==> config.mk <==
export PLATFORM = sky130hd
export DESIGN_NAME = cart_mem_arbiter
export DESIGN_NICKNAME = d
export VERILOG_FILES = /design/src/rtl/cart_mem_arbiter.sv
export SDC_FILE = /design/constraint.sdc
export NUM_CORES = 1
export LEC_CHECK = 0
export CORE_UTILIZATION = 23
export DETAILED_ROUTE_END_ITERATION = 16
export GPL_TIMING_DRIVEN = 1
export PLACE_DENSITY = 0.4
export SYNTH_ARGS = -nofsm -noshare
export SYNTH_HDL_FRONTEND = slang
export SYNTH_SLANG_ARGS = --single-unit
==> constraint.sdc <==
create_clock -name clk_sys -period 6.54 [get_ports clk_sys]
set_clock_uncertainty 0.15 [all_clocks]
set_input_delay 1.308 -clock clk_sys [delete_from_list [all_inputs] [get_ports clk_sys]]
set_output_delay 1.308 -clock clk_sys [all_outputs]
set_load 0.05 [all_outputs]
==> src/rtl/cart_mem_arbiter.sv <==
// rtl/cart_mem_arbiter.sv - cartridge SDRAM arbiter between HPS loader writes and console ROM reads
module cart_mem_arbiter #(
  parameter int AW = 22
) (
  input  logic           clk_sys,
  input  logic           reset,
  input  logic           ioctl_download,
  input  logic           ioctl_wr,
  input  logic [24:0]    ioctl_addr,
  input  logic [7:0]     ioctl_dout,
  output logic           ioctl_wait,
  output logic           wr_overrun,
  input  logic           rom_rd,
  input  logic [AW-1:0]  rom_a,
  output logic [7:0]     rom_do,
  output logic           rom_valid,
  output logic [AW-15:0] cart_mask,
  output logic           cart_loaded,
  output logic [AW-1:0]  mem_addr,
  output logic [7:0]     mem_din,
  output logic           mem_we,
  output logic           mem_rd,
  input  logic [7:0]     mem_dout,
  input  logic           mem_ready
);

  localparam int BW = AW - 14;

  typedef enum logic [1:0] {
    S_IDLE = 2'd0,
    S_WR   = 2'd1,
    S_RD   = 2'd2
  } state_t;

  state_t        state_q, state_d;
  logic          wr_pend_q, wr_pend_d;
  logic [AW-1:0] wr_addr_q, wr_addr_d;
  logic [7:0]    wr_data_q, wr_data_d;
  logic          rd_pend_q, rd_pend_d;
  logic [AW-1:0] rd_addr_q, rd_addr_d;
  logic          cache_vld_q, cache_vld_d;
  logic [AW-1:0] cache_tag_q, cache_tag_d;
  logic [7:0]    cache_data_q, cache_data_d;
  logic [AW-1:0] max_addr_q, max_addr_d;
  logic          dl_q, dl_d;
  logic          mask_req_q, mask_req_d;

  logic          ioctl_wait_q, ioctl_wait_d;
  logic          wr_overrun_q, wr_overrun_d;
  logic [7:0]    rom_do_q, rom_do_d;
  logic          rom_valid_q, rom_valid_d;
  logic [BW-1:0] cart_mask_q, cart_mask_d;
  logic          cart_loaded_q, cart_loaded_d;
  logic [AW-1:0] mem_addr_q, mem_addr_d;
  logic [7:0]    mem_din_q, mem_din_d;
  logic          mem_we_q, mem_we_d;
  logic          mem_rd_q, mem_rd_d;

  logic          wr_clr;
  logic          dl_rise;
  logic          dl_fall;
  logic [BW-1:0] mask_smear;
  logic          unused_addr_hi;

  assign unused_addr_hi = ^ioctl_addr[24:AW];

  always_comb begin
    state_d       = state_q;
    wr_pend_d     = wr_pend_q;
    wr_addr_d     = wr_addr_q;
    wr_data_d     = wr_data_q;
    rd_pend_d     = rd_pend_q;
    rd_addr_d     = rd_addr_q;
    cache_vld_d   = cache_vld_q;
    cache_tag_d   = cache_tag_q;
    cache_data_d  = cache_data_q;
    max_addr_d    = max_addr_q;
    dl_d          = ioctl_download;
    mask_req_d    = mask_req_q;
    ioctl_wait_d  = wr_pend_q;
    wr_overrun_d  = wr_overrun_q;
    rom_do_d      = rom_do_q;
    rom_valid_d   = 1'b0;
    cart_mask_d   = cart_mask_q;
    cart_loaded_d = cart_loaded_q;
    mem_addr_d    = mem_addr_q;
    mem_din_d     = mem_din_q;
    mem_we_d      = 1'b0;
    mem_rd_d      = 1'b0;

    wr_clr  = (state_q == S_WR) && mem_ready;
    dl_rise = ioctl_download && !dl_q;
    dl_fall = !ioctl_download && dl_q;

    // Smear the highest written bank downwards to get a 2^n-1 mirror mask.
    mask_smear = max_addr_q[AW-1:14];
    for (int i = BW - 2; i >= 0; i--) begin
      mask_smear[i] = mask_smear[i] | mask_smear[i + 1];
    end

    case (state_q)
      S_IDLE: begin
        if (wr_pend_q) begin
          mem_addr_d = wr_addr_q;
          mem_din_d  = wr_data_q;
          mem_we_d   = 1'b1;
          state_d    = S_WR;
        end else if (rd_pend_q && cache_vld_q && (cache_tag_q == rd_addr_q)) begin
          rom_do_d    = cache_data_q;
          rom_valid_d = 1'b1;
          rd_pend_d   = 1'b0;
        end else if (rd_pend_q) begin
          mem_addr_d = rd_addr_q;
          mem_rd_d   = 1'b1;
          rd_pend_d  = 1'b0;
          state_d    = S_RD;
        end
      end
      S_WR: begin
        if (mem_ready) begin
          wr_pend_d   = 1'b0;
          cache_vld_d = 1'b0;
          if (wr_addr_q > max_addr_q) begin
            max_addr_d = wr_addr_q;
          end
          state_d = S_IDLE;
        end
      end
      S_RD: begin
        // mem_addr_q is held for the whole access, so it doubles as the cache tag.
        if (mem_ready) begin
          rom_do_d     = mem_dout;
          rom_valid_d  = 1'b1;
          cache_vld_d  = 1'b1;
          cache_tag_d  = mem_addr_q;
          cache_data_d = mem_dout;
          state_d      = S_IDLE;
        end
      end
      default: state_d = S_IDLE;
    endcase

    if (ioctl_wr) begin
      if (!wr_pend_q || wr_clr) begin
        wr_addr_d = ioctl_addr[AW-1:0];
        wr_data_d = ioctl_dout;
        wr_pend_d = 1'b1;
      end else begin
        wr_overrun_d = 1'b1;
      end
    end

    if (rom_rd && !ioctl_download) begin
      rd_addr_d = {rom_a[AW-1:14] & cart_mask_q, rom_a[13:0]};
      rd_pend_d = 1'b1;
    end

    // The mask waits for the final loader write to land in max_addr.
    if (dl_fall) begin
      mask_req_d = 1'b1;
    end else if (mask_req_q && (state_q == S_IDLE) && !wr_pend_q) begin
      cart_mask_d   = mask_smear;
      cart_loaded_d = 1'b1;
      mask_req_d    = 1'b0;
    end

    if (dl_rise) begin
      max_addr_d    = '0;
      cart_loaded_d = 1'b0;
      wr_overrun_d  = 1'b0;
      cache_vld_d   = 1'b0;
    end
  end

  always_ff @(posedge clk_sys) begin
    if (reset) begin
      state_q       <= S_IDLE;
      wr_pend_q     <= 1'b0;
      wr_addr_q     <= '0;
      wr_data_q     <= '0;
      rd_pend_q     <= 1'b0;
      rd_addr_q     <= '0;
      cache_vld_q   <= 1'b0;
      cache_tag_q   <= '0;
      cache_data_q  <= '0;
      max_addr_q    <= '0;
      dl_q          <= 1'b0;
      mask_req_q    <= 1'b0;
      ioctl_wait_q  <= 1'b0;
      wr_overrun_q  <= 1'b0;
      rom_do_q      <= '0;
      rom_valid_q   <= 1'b0;
      cart_mask_q   <= '1;
      cart_loaded_q <= 1'b0;
      mem_addr_q    <= '0;
      mem_din_q     <= '0;
      mem_we_q      <= 1'b0;
      mem_rd_q      <= 1'b0;
    end else begin
      state_q       <= state_d;
      wr_pend_q     <= wr_pend_d;
      wr_addr_q     <= wr_addr_d;
      wr_data_q     <= wr_data_d;
      rd_pend_q     <= rd_pend_d;
      rd_addr_q     <= rd_addr_d;
      cache_vld_q   <= cache_vld_d;
      cache_tag_q   <= cache_tag_d;
      cache_data_q  <= cache_data_d;
      max_addr_q    <= max_addr_d;
      dl_q          <= dl_d;
      mask_req_q    <= mask_req_d;
      ioctl_wait_q  <= ioctl_wait_d;
      wr_overrun_q  <= wr_overrun_d;
      rom_do_q      <= rom_do_d;
      rom_valid_q   <= rom_valid_d;
      cart_mask_q   <= cart_mask_d;
      cart_loaded_q <= cart_loaded_d;
      mem_addr_q    <= mem_addr_d;
      mem_din_q     <= mem_din_d;
      mem_we_q      <= mem_we_d;
      mem_rd_q      <= mem_rd_d;
    end
  end

  assign ioctl_wait  = ioctl_wait_q;
  assign wr_overrun  = wr_overrun_q;
  assign rom_do      = rom_do_q;
  assign rom_valid   = rom_valid_q;
  assign cart_mask   = cart_mask_q;
  assign cart_loaded = cart_loaded_q;
  assign mem_addr    = mem_addr_q;
  assign mem_din     = mem_din_q;
  assign mem_we      = mem_we_q;
  assign mem_rd      = mem_rd_q;

endmodule

Word level (Yosys, flattened, before mapping)

Index checks and enable logic that the tools add are counted.

Magnitude comparators: 1
Equal/unequal tests: 12
Mux-type cells: 30
Bitwise logic cells: 11
Reduce and logical (&&, ||, !) cells: 33

Operators by type and width:

| operator             | count |
|---|---|
| $mux W22             | 3 |
| $mux W8              | 3 |
| $eq A22 B22 Y1       | 1 |
| $gt A22 B22 Y1       | 1 |
| $mux W1              | 16 |
| $pmux W8 S2          | 1 |
| $reduce_and A2 Y1    | 6 |
| $reduce_and A3 Y1    | 4 |
| $ne A2 B2 Y1 const B | 5 |
| $reduce_bool A2 Y1   | 5 |
| $and A8 B8 Y8        | 1 |
| $logic_and A1 B1 Y1  | 8 |
| $mux W2              | 4 |
| $or A1 B1 Y1         | 7 |
| $ne A3 B3 Y1 const B | 2 |
| $reduce_or A2 Y1     | 3 |
| $ne A2 B1 Y1 const B | 2 |
| $pmux W1 S2          | 2 |
| $pmux W2 S2          | 1 |
| $reduce_and A4 Y1    | 1 |
| $reduce_or A4 Y1     | 1 |
| $logic_not A1 Y1     | 3 |
| $not A1 Y1           | 3 |
| $eq A2 B1 Y1 const B | 1 |
| 3 further kinds      | 3 |

Register bits: 163
Input bits: 69
Output and inout bits: 52
Word-level logic and storage cells: 109

Logic depth before layout (Yosys ltp)

Depth in word-level cells: 7
Depth in mapped cells: 9
Mapped depth without buffers: 8

Worst setup path after synthesis

Ideal clock, no wire load.

Kind: input port to flip-flop
Start point: input port mem_ready
End point: register rom_do_q[6] (netlist: rom_do[6])
Library setup time: 0.081 ns
Data arrival time: 2.360 ns
Data required time: 6.309 ns
Setup slack: 3.949 ns
Cell stages on the path: 6
Buffers on the path: 1
Cell sequence: nand2_1 a21o_1 o32ai_4 buf_6 nor2_1 a211oi_2

Cells in the longest elaborated chain, start to end: 2

Ends and longest elaborated chain:

| what                               | RTL line | text |
|---|---|---|
| start: declaration                 | 24       | `input logic mem_ready` |
| $ne A2 B2 Y1 (no source line)      | -        |  |
| $reduce_and A4 Y1 (no source line) | -        |  |
| end signal: assignment             | 214      | `rom_do_q <= rom_do_d;` |
| end: declaration                   | 50       | `logic [7:0] rom_do_q, rom_do_d;` |

Every way passes these cells.
A chain may end at the register's enable or synchronous reset.

Worst setup path after layout

Start point: register cart_mask_q[6] (netlist: cart_mask[6])
End point: output port cart_mask[6]

RTL lines:

| what                     | RTL line | text |
|---|---|---|
| start: declaration       | 52       | `logic [BW-1:0] cart_mask_q, cart_mask_d;` |
| start signal: assignment | 216      | `cart_mask_q <= cart_mask_d;` |
| end: declaration         | 17       | `output logic [AW-15:0] cart_mask,` |

No word-level cell between the ends.

==> impl_metrics.env <==
export IMPL_holdCritPathClass="flip-flop to flip-flop"
export IMPL_critical_path_max_stage_delay_ns=0.83
export IMPL_power_share_clock_pct=40.1
export IMPL_comb_power_share_pct=15.9
export IMPL_die_height_microns=176
export IMPL_setup_violations_final=0
export IMPL_maxClockFrequency_ghz=0.321
export IMPL_power_internal_mw=1.79
export IMPL_ir_worst_vdd_mv=0.173
export IMPL_synth_xor_area_share_pct=2.78
export IMPL_final_antenna_net_count=0
export IMPL_minimum_clock_period_ns=3.12
export IMPL_boundaryPins=121
export IMPL_row_count=63
export IMPL_slew_viol_final=0
export IMPL_fillCellCount=3234
export IMPL_hold_slack_ns=0.302
export IMPL_p_leak_nw=3.23
export IMPL_critical_path_top_delay_family="buffers and inverters"
export IMPL_global_route_overflow_total=0
export IMPL_crit_path_top_delay_cell="clkdlybuf4s50_1"
export IMPL_core_area_sq_um=29600
export IMPL_synthCells=781
export IMPL_cts_buffer_count=17
export IMPL_first_iteration_detailed_routing_drc_count=326
export IMPL_synth_adder_area_share_pct=4.52
export IMPL_buffers_and_inverters_on_the_worst_path=1
export IMPL_drt_drc_violations_left=0
export IMPL_design_die_area_sq_um=30800
export IMPL_post_synth_and_or_nand_nor_area_fraction_pct=17.8
export IMPL_status="finished clean"
export IMPL_fin_nets=969
export IMPL_largest_net_degree_at_the_start_of_global_routing=75
export IMPL_synth_seq_area_share_pct=47.1
export IMPL_antenna_cells=0
export IMPL_fp_dieW_microns=176
export IMPL_cts_resized_gates=0
export IMPL_hold_viol=0
export IMPL_port_buffers=117
export IMPL_biggest_area_contributors_in_the_synthesized_netlist="dfxtp_1 47%, nand2_1 9.5%, a21oi_1 7.5%"
export IMPL_firstDrtPassIters=4
export IMPL_slew_limit_headroom_pct=23.5
export IMPL_switching_share_pct=27.6
export IMPL_part_of_the_total_power_dissipated_in_sequential_elements_pct=43.9
export IMPL_post_drt_wl_per_cell_microns=16.0
export IMPL_grt_setup_unrepaired="false"
export IMPL_maxCapViolations=0
export IMPL_cts_root_buf="clkbuf_16"
export IMPL_first_pass_grt_wire_length_mm=32.5
export IMPL_syn_mean_instance_area_sq_um=8.87
export IMPL_grt_pass1_vias=5652
export IMPL_clkTransAtPathRegs_ns=0.06
export IMPL_cts_htree_levels=4
export IMPL_timing_critical_path_arrival_ns=1.66
export IMPL_vias=5584
export IMPL_yosys_register_bits=163
export IMPL_totalNegativeSetupSlack_ns=0
export IMPL_final_layout_size_suffix_gt1_share_pct=7.94
export IMPL_synth_warnings=0
export IMPL_synth_top_area_share_pct=47.1
export IMPL_most_frequent_standard_cell_in_the_layout_excluding_fill_and_tap_cells="nand2_1"
export IMPL_power_switching_mw=0.681
export IMPL_antenna_found_initial=1
export IMPL_cts_setup_buffers=0
export IMPL_total_wirelength_mm=20.4
export IMPL_syn_area_sq_um=6920
export IMPL_crit_fanout=3
export IMPL_flow_area_growth_from_synthesis_pct=29.6
export IMPL_cp_cell_sequence="clkdlybuf4s50_1"
export IMPL_synth_top_family_by_area="compound AO/OA/AOI/OAI gates"
export IMPL_net_count_of_the_mapped_netlist=875
export IMPL_max_buffers_root_to_sink=2
export IMPL_power_density_nw_per_um2=275
export IMPL_netlist_top_cell_by_area="dfxtp_1"
export IMPL_synth_compound_area_share_pct=18.8
export IMPL_post_synth_mux_area_share_pct=4.34
export IMPL_avgViaCountPerCell=4.39
export IMPL_synthDistinctLibCells=45
export IMPL_tritoncts_clock_tree="built"
export IMPL_cts_hold_buffers_added=0
export IMPL_worst_skew_pair_late_latency_ns=0.42
export IMPL_crit_type="flip-flop to primary output"
export IMPL_timing_final_crit_share_pct=47.6
export IMPL_routabilityCongestion=0.713
export IMPL_layout_cells_most_common_list="176 x nand2_1, 162 x dfxtp_1, 116 x clkdlybuf4s50_1"
export IMPL_initial_core_util_pct=23.4
export IMPL_cp_end_kind="primary output"
export IMPL_tightestPinTransition_ns=1.15
export IMPL_worst_ep_required_time_ns=5.08
export IMPL_dp_hpwl_mm=14.3
export IMPL_gr_util_all_layers_pct=13.8
export IMPL_cts_sinks=163
export IMPL_critPathLaunchType="flip-flop"
## logic make-up after synthesis
group                      Yosys count
adders and majority gates           25
and+or+nand+nor                    281
buffers and inverters               75
muxes                               30
AOI/OAI and AO/OA                  185
DFF                                163
xor gates and xnor gates            22
## stage by stage
| step | util [%] | cells | cell area [sq um] | setup slack (ns) | power (mW) |
|---|---|---|---|---|---|
| 2_1_floorplan | - | 781 | 6920 | 3.95 | 1.35 |
| 3_3_place_gp | 28.4 | 1246 | 8420 | 3.03 | 1.50 |
| 5_1_grt | 30.3 | 1272 | 8980 | 3.32 | 2.59 |
| 3_5_place_dp | 28.4 | 1246 | 8420 | 3.04 | 1.50 |
| 4_1_cts | 30.3 | 1272 | 8980 | 3.40 | 2.51 |
| 6_report | 30.3 | 1272 | 8980 | 3.42 | 2.47 |
## synthesized netlist by cell type (all sizes together)
cell	number
a211oi	31
o31a	1
nand3	22
inv	26
nand3b	2
and2	4
xnor2	3
clkbuf	33
a21oi	104
o21a	3
a22o	21
a311oi	1
dfxtp	163
nand4	4
and4	3
o32ai	1
nor4	6
a2111oi	1
o21ba	1
mux2i	30
o21ai	6
nand2b	6
nor2b	6
or3	2
o21bai	1
nor2	42
and3	3
a21o	7
a211o	4
o311ai	1
ha	25
buf	16
xor2	19
a31oi	1
o221ai	1
nand2	176
nor3	5
## final timing paths
kind                                  endpoint  slack [ns]                    startpoint  cells after the start
setup / recovery                  cart_mask[6]        3.42     cart_mask[6]$_SDFFE_PP1P_                      1
hold / removal    cache_data_q[1]$_SDFFE_PP0P_        0.30  cache_data_q[1]$_SDFFE_PP0P_                      2
setup reg to reg    max_addr_q[9]$_SDFFE_PP0P_        3.57   max_addr_q[21]$_SDFFE_PP0P_                      8
hold reg to reg   cache_data_q[1]$_SDFFE_PP0P_        0.30  cache_data_q[1]$_SDFFE_PP0P_                      2
## layer usage
layer | GRT usage [%] | share of wire (%)
met1 | 19.3 | 51
met2 | 21.7 | 45
met3 | 2.42 | 3.0
met4 | 3.80 | 0.98
met5 | 0 | 0
## power groups by stage
stage               sequential [mW]  combinational [mW]  clock, mW
floorplan                      1.16               0.190          0
global placement               1.11               0.397          0
CTS                            1.08               0.400       1.03
global route                   1.09               0.431       1.07
detailed placement             1.11               0.398          0
finish                         1.08               0.393      0.990
## flip-flops by register name (all words and copies together) (netlist names), 2 cells and up
register / cells
cache_tag_q: 22
max_addr_q: 22
mem_addr: 22
rd_addr_q: 22
wr_addr_q: 22
cache_data_q: 8
cart_mask: 8
mem_din: 8
rom_do: 8
wr_data_q: 8
state_q: 2
## area by class of cell
class	instances	area, sq um	share of cell area, %
multi-input cells	543	3350	37.3
inverters	26	97.6	1.09
flip-flops and latches	163	3260	36.4
clock inverters	7	113	1.25
repair buffers	124	1220	13.6
clock buffers	19	443	4.93
well taps	390	488	5.44
No activity file was read; power rests on OpenSTA's default activity.
